**config.mk**
```make
export PLATFORM = sky130hd
export DESIGN_NAME = sb_rx_deser
export DESIGN_NICKNAME = d
export VERILOG_FILES = /design/src/rtl/sb_rx_deser.sv
export SDC_FILE = /design/constraint.sdc
export NUM_CORES = 1
export LEC_CHECK = 0
export CAP_MARGIN = 40
export CORE_MARGIN = 4
export CORE_UTILIZATION = 40
export DETAILED_ROUTE_END_ITERATION = 6
export MAX_ROUTING_LAYER = met4
export PLACE_DENSITY = 0.57
export SLEW_MARGIN = 5
export SYNTH_ARGS = -nofsm -noshare
export SYNTH_HDL_FRONTEND = slang
export SYNTH_SLANG_ARGS = --single-unit
```
**constraint.sdc**
```tcl
create_clock -name clk_800MHz -period 9.6 [get_ports clk_800MHz]
set_input_delay 2.88 -clock clk_800MHz [delete_from_list [all_inputs] [get_ports clk_800MHz]]
set_output_delay 2.88 -clock clk_800MHz [all_outputs]
set_load 0.02 [all_outputs]
```
**src/rtl/sb_rx_deser.sv**
```systemverilog
// Sideband receive deserializer: rebuilds LSB-first 64-bit words from the serial pin and queues them in a small FIFO.
// Define SB_RX_ERR_CNT_EN to build the saturating framing-error and dropped-frame counters.
module sb_rx_deser #(
    parameter int BUFFER_SIZE = 4,
    parameter int MIN_GAP     = 32
) (
    input  logic        clk_800MHz,
    input  logic        reset_n,
    input  logic        dataPin_i,
    input  logic        clkValid_i,
    input  logic        enable_i,
    output logic [63:0] data_o,
    output logic        valid_o,
    input  logic        ready_i,
    output logic        overflow_o,
    output logic        frame_err_o,
    output logic [7:0]  frame_err_cnt_o,
    output logic [7:0]  overflow_cnt_o
);

    localparam int PTR_W = $clog2(BUFFER_SIZE);
    localparam int CNT_W = PTR_W + 1;
    localparam int GAP_W = $clog2(MIN_GAP + 1);
    localparam logic [GAP_W-1:0] GAP_LIMIT = GAP_W'(MIN_GAP);
    localparam logic [CNT_W-1:0] FULL_CNT  = CNT_W'(BUFFER_SIZE);

    typedef enum logic [1:0] {IDLE, RECEIVING, GAP, RESYNC} state_t;

    state_t            state_q, state_d;
    logic [5:0]        bitCtr_q, bitCtr_d;
    logic [GAP_W-1:0]  gapCtr_q, gapCtr_d, gapInc;
    logic [63:0]       shift_q, shift_d;
    logic              wordDone;
    logic              frameErr_q, frameErr_d;

    logic [63:0]       mem_q [BUFFER_SIZE];
    logic [PTR_W-1:0]  wrPtr_q, rdPtr_q;
    logic [CNT_W-1:0]  count_q;
    logic              overflow_q;
    logic              full, push, pop, drop;

    always_ff @(posedge clk_800MHz) begin
        if (!reset_n) begin
            state_q    <= IDLE;
            bitCtr_q   <= '0;
            gapCtr_q   <= '0;
            shift_q    <= '0;
            frameErr_q <= 1'b0;
        end else begin
            state_q    <= state_d;
            bitCtr_q   <= bitCtr_d;
            gapCtr_q   <= gapCtr_d;
            shift_q    <= shift_d;
            frameErr_q <= frameErr_d;
        end
    end

    always_comb begin
        state_d    = state_q;
        bitCtr_d   = bitCtr_q;
        gapCtr_d   = gapCtr_q;
        shift_d    = shift_q;
        wordDone   = 1'b0;
        frameErr_d = 1'b0;
        gapInc     = gapCtr_q + GAP_W'(1);
        case (state_q)
            IDLE: begin
                if (clkValid_i) begin
                    shift_d[0] = dataPin_i;
                    bitCtr_d   = 6'd1;
                    state_d    = RECEIVING;
                end
            end
            RECEIVING: begin
                if (clkValid_i) begin
                    shift_d[bitCtr_q] = dataPin_i;
                    bitCtr_d          = bitCtr_q + 6'd1;
                    if (bitCtr_q == 6'd63) begin
                        wordDone = 1'b1;
                        gapCtr_d = '0;
                        state_d  = GAP;
                    end
                end else begin
                    frameErr_d = 1'b1;
                    bitCtr_d   = '0;
                    gapCtr_d   = '0;
                    state_d    = RESYNC;
                end
            end
            GAP: begin
                if (clkValid_i) begin
                    frameErr_d = 1'b1;
                    gapCtr_d   = '0;
                    state_d    = RESYNC;
                end else if (gapInc == GAP_LIMIT) begin
                    gapCtr_d = '0;
                    state_d  = IDLE;
                end else begin
                    gapCtr_d = gapInc;
                end
            end
            RESYNC: begin
                // Any toggling restarts the quiet-time count; the link must be idle MIN_GAP cycles in a row.
                if (clkValid_i) begin
                    gapCtr_d = '0;
                end else if (gapInc == GAP_LIMIT) begin
                    gapCtr_d = '0;
                    state_d  = IDLE;
                end else begin
                    gapCtr_d = gapInc;
                end
            end
            default: state_d = IDLE;
        endcase
    end

    assign valid_o = (count_q != '0);
    assign full    = (count_q == FULL_CNT);
    assign pop     = valid_o && ready_i;
    // A pop on the capture edge frees a slot, so a full FIFO can still take the new word.
    assign push    = wordDone && enable_i && (!full || pop);
    assign drop    = wordDone && enable_i && full && !pop;

    always_ff @(posedge clk_800MHz) begin
        if (!reset_n) begin
            for (int i = 0; i < BUFFER_SIZE; i++) mem_q[i] <= '0;
            wrPtr_q    <= '0;
            rdPtr_q    <= '0;
            count_q    <= '0;
            overflow_q <= 1'b0;
        end else begin
            if (push) begin
                mem_q[wrPtr_q] <= shift_d;
                wrPtr_q        <= wrPtr_q + PTR_W'(1);
            end
            if (pop) rdPtr_q <= rdPtr_q + PTR_W'(1);
            if (push && !pop)      count_q <= count_q + CNT_W'(1);
            else if (pop && !push) count_q <= count_q - CNT_W'(1);
            if (drop) overflow_q <= 1'b1;
        end
    end

    assign data_o      = mem_q[rdPtr_q];
    assign overflow_o  = overflow_q;
    assign frame_err_o = frameErr_q;

`ifdef SB_RX_ERR_CNT_EN
    logic [7:0] frameErrCnt_q, overflowCnt_q;

    always_ff @(posedge clk_800MHz) begin
        if (!reset_n) begin
            frameErrCnt_q <= '0;
            overflowCnt_q <= '0;
        end else begin
            if (frameErr_d && frameErrCnt_q != 8'hFF) frameErrCnt_q <= frameErrCnt_q + 8'd1;
            if (drop && overflowCnt_q != 8'hFF)       overflowCnt_q <= overflowCnt_q + 8'd1;
        end
    end

    assign frame_err_cnt_o = frameErrCnt_q;
    assign overflow_cnt_o  = overflowCnt_q;
`else
    assign frame_err_cnt_o = 8'd0;
    assign overflow_cnt_o  = 8'd0;
`endif

endmodule

```
==> impl_metrics.yaml <==
outcome:
  outcome: "complete, no violations"
timing:
  slew_viol_final: 0
  setup-tns-final_ns: 0
  fmax_mhz: 161
  fin_worst_skew_ns: 0.0108
  hold_violations: 0
  maxSlewHeadroom_pct: 37.8
  period_needed_ns: 6.20
  worstMarginPinSlew_ns: 0.932
  rsz0062_at_grt: "false"
  min_period_over_period_pct: 64.5
  setup_viol: 0
routing:
  viasPerCell: 5.45
  wl_per_cell_um: 20.7
  vias: 9400
  drc: 0
  finalWirelength_um: 35700
  first_pass_iters: 5
  ant_nets: 0
  drt_iter0_drc: 753
cts:
  cts_resized: 0
  cts_setup_buffers: 0
  cts_made_buffers: 38
  clock_path_buffers: 3
  root_buffer: "clkbuf_16"
  cts_htree_levels: 2
  tritoncts: "built"
  clk_pin_slew_worst_paths_ns: 0.06
  cts.sinks: 345
  clock_latency_ns: 0.52
  hold_buffers: 0
place:
  io_buffers: 72
  place.detailed.hpwl_um: 20200
  gp_congestion: 0.735
synth:
  synth.cells.most_frequent: "278 x nor2_1, 256 x edfxtp_1, 89 x dfxtp_1"
  synth_top_cell_area_share_pct: 51.8
  yosysWarningCount: 0
  syn_area_per_cell_um2: 12.5
  ys_types: 52
  synth_area_leaders: "edfxtp_1 52%, dfxtp_1 12%, mux4_2 9.7%"
  synthCells: 1189
  postSynth.asyncResetShare_pct: 0
  synth_seq_cells: 345
  synth.most_common_cell: "nor2_1"
  synth-edff-count: 256
  synth-seq-area-share_pct: 63.8
  netlist_area_um2: 14900
  synth_flop_cell: "edfxtp_1"
  yosysTopAreaCell: "edfxtp_1"
final_layout:
  area_growth_syn_to_layout_pct: 16.9
  nFillCells: 3287
  fin_nets: 1236
  antenna_cells: 0
  multi_input_area_um2: 4650
  regArea_um2: 9470
  drive_gt1_share_pct: 15.4
floorplan:
  ios: 89
  fp.dieW_um: 201
  fp-row-count: 70
  start_util_pct: 40.6
  dieArea_um2: 40300
  die_h_um: 201
  core_um2: 36600
setup_path:
  start_kind: "register"
  crit_type: "reg -> out"
  cp.arrival_ns: 3.32
  critPathCaptureType: "output port"
  crit_required_ns: 6.72
  worstPathMaxFanout: 37
grt:
  grt_max_degree: 66
  antenna_found_initial: 0
  grt.overflow.total: 0
  grt_pass1_vias: 9579
  track_usage_pct: 18.1
  grt_pass1_wl_um: 56300
power:
  switching_power_mw: 0.703
  totalPowerFinal_mw: 3.32
  ir_drop_mv: 0.123
  p_comb_share_pct: 4.8
  clockPowerShare_pct: 44.9
  seq_power_share_pct: 50.3
  netSwitchingFraction_pct: 21.2
  power_density_nw_per_um2: 191
  internal_power_mw: 2.62
  power_leakage_nw: 5.83
job:
  drv_cap: 0
hold_path:
  hold_path_class: "reg -> reg"
[metrics by stage]
stage	cells	setup WS (ns)	util (%)	hold slack, ns	area, µm²
after floorplan	1204	1.07	-	0.461	14900
after global placement	1641	2.79	43.1	0.486	15800
after detailed placement	1654	3.10	43.9	0.481	16100
after CTS	1724	3.30	47.4	0.498	17400
after global routing	1724	3.17	47.4	0.529	17400
final	1724	3.40	47.4	0.487	17400
[cell usage in the layout (no fill, tap or decap), drive strengths merged, types with 20 or more instances in the layout]
cell type        n
a31oi           51
buf             28
clkbuf          53
clkdlybuf4s50   71
dfxtp           89
edfxtp         256
inv             70
mux4            64
nand2           33
nand3           56
nor2           278
nor4            49
or3             20
[area by class of cell]
cell class	instances	share of cell area (%)
sequential	345	54.6
tap	468	3.37
timing repair buffer	99	6.28
clock buffer	53	6.52
inverter	69	1.49
clock inverter	17	0.944
multi-input combinational	673	26.8
[power by group through the flow]
stage | registers, mW | logic [mW] | clock network (mW)
4_1_cts | 1.67 | 0.161 | 1.52
2_1_floorplan | 1.70 | 0.0957 | 0
3_3_place_gp | 1.70 | 0.152 | 0
5_1_grt | 1.68 | 0.168 | 1.58
6_report | 1.67 | 0.159 | 1.49
3_5_place_dp | 1.70 | 0.160 | 0
[worst paths after layout]
kind,start,end,slack (ns),cells after the start
worst min register to register,overflow_o,overflow_o,0.49,2
worst max-delay path,register,data_o[2],3.40,3
worst max register to register,bitCtr_q[3],mem_q[1][63],5.76,6
worst min-delay path,overflow_o,overflow_o,0.49,2
[metal layers]
metal	track usage, %	up-vias	part of all wire (%)
met4	4.13	0	1.3
met3	2.58	41	5.1
met1	24.8	4739	45
li1	-	4355	-
met5	-	-	0
met2	29.0	265	49
[kinds of logic (layout without fill, tap and decap cells)]
family | count (synthesis) | in the layout | share of synthesized area [%]
XOR/XNOR | 4 | 4 | 0.236
buffers and inverters | 186 | 238 | 5.68
AO/OA/AOI/OAI | 78 | 78 | 3.39
adder cells (fa/ha/maj) | 4 | 4 | 0.388
flip-flops | 345 | 345 | 63.8
other | 1 | 16 | 0.0252
AND/OR/NAND/NOR | 486 | 486 | 15.3
multiplexers | 85 | 85 | 11.2
[state kept, by name (all words and copies together), names as in the netlist, named ones only]
signal       count
rdPtr_q          2
mem_q          256
overflow_o       1
state_q          2
bitCtr_q         6
frame_err_o      1
count_q          3
gapCtr_q         6
wrPtr_q          2
shift_q         64
[worst max-delay path, stage by stage, from the launching register on]
cell	delay [ns]
dfxtp_4	0.76
buf_4	0.76
mux4_2	0.67
clkdlybuf4s50_1	0.57
Note: power is estimated with default switching activity, not from simulation.
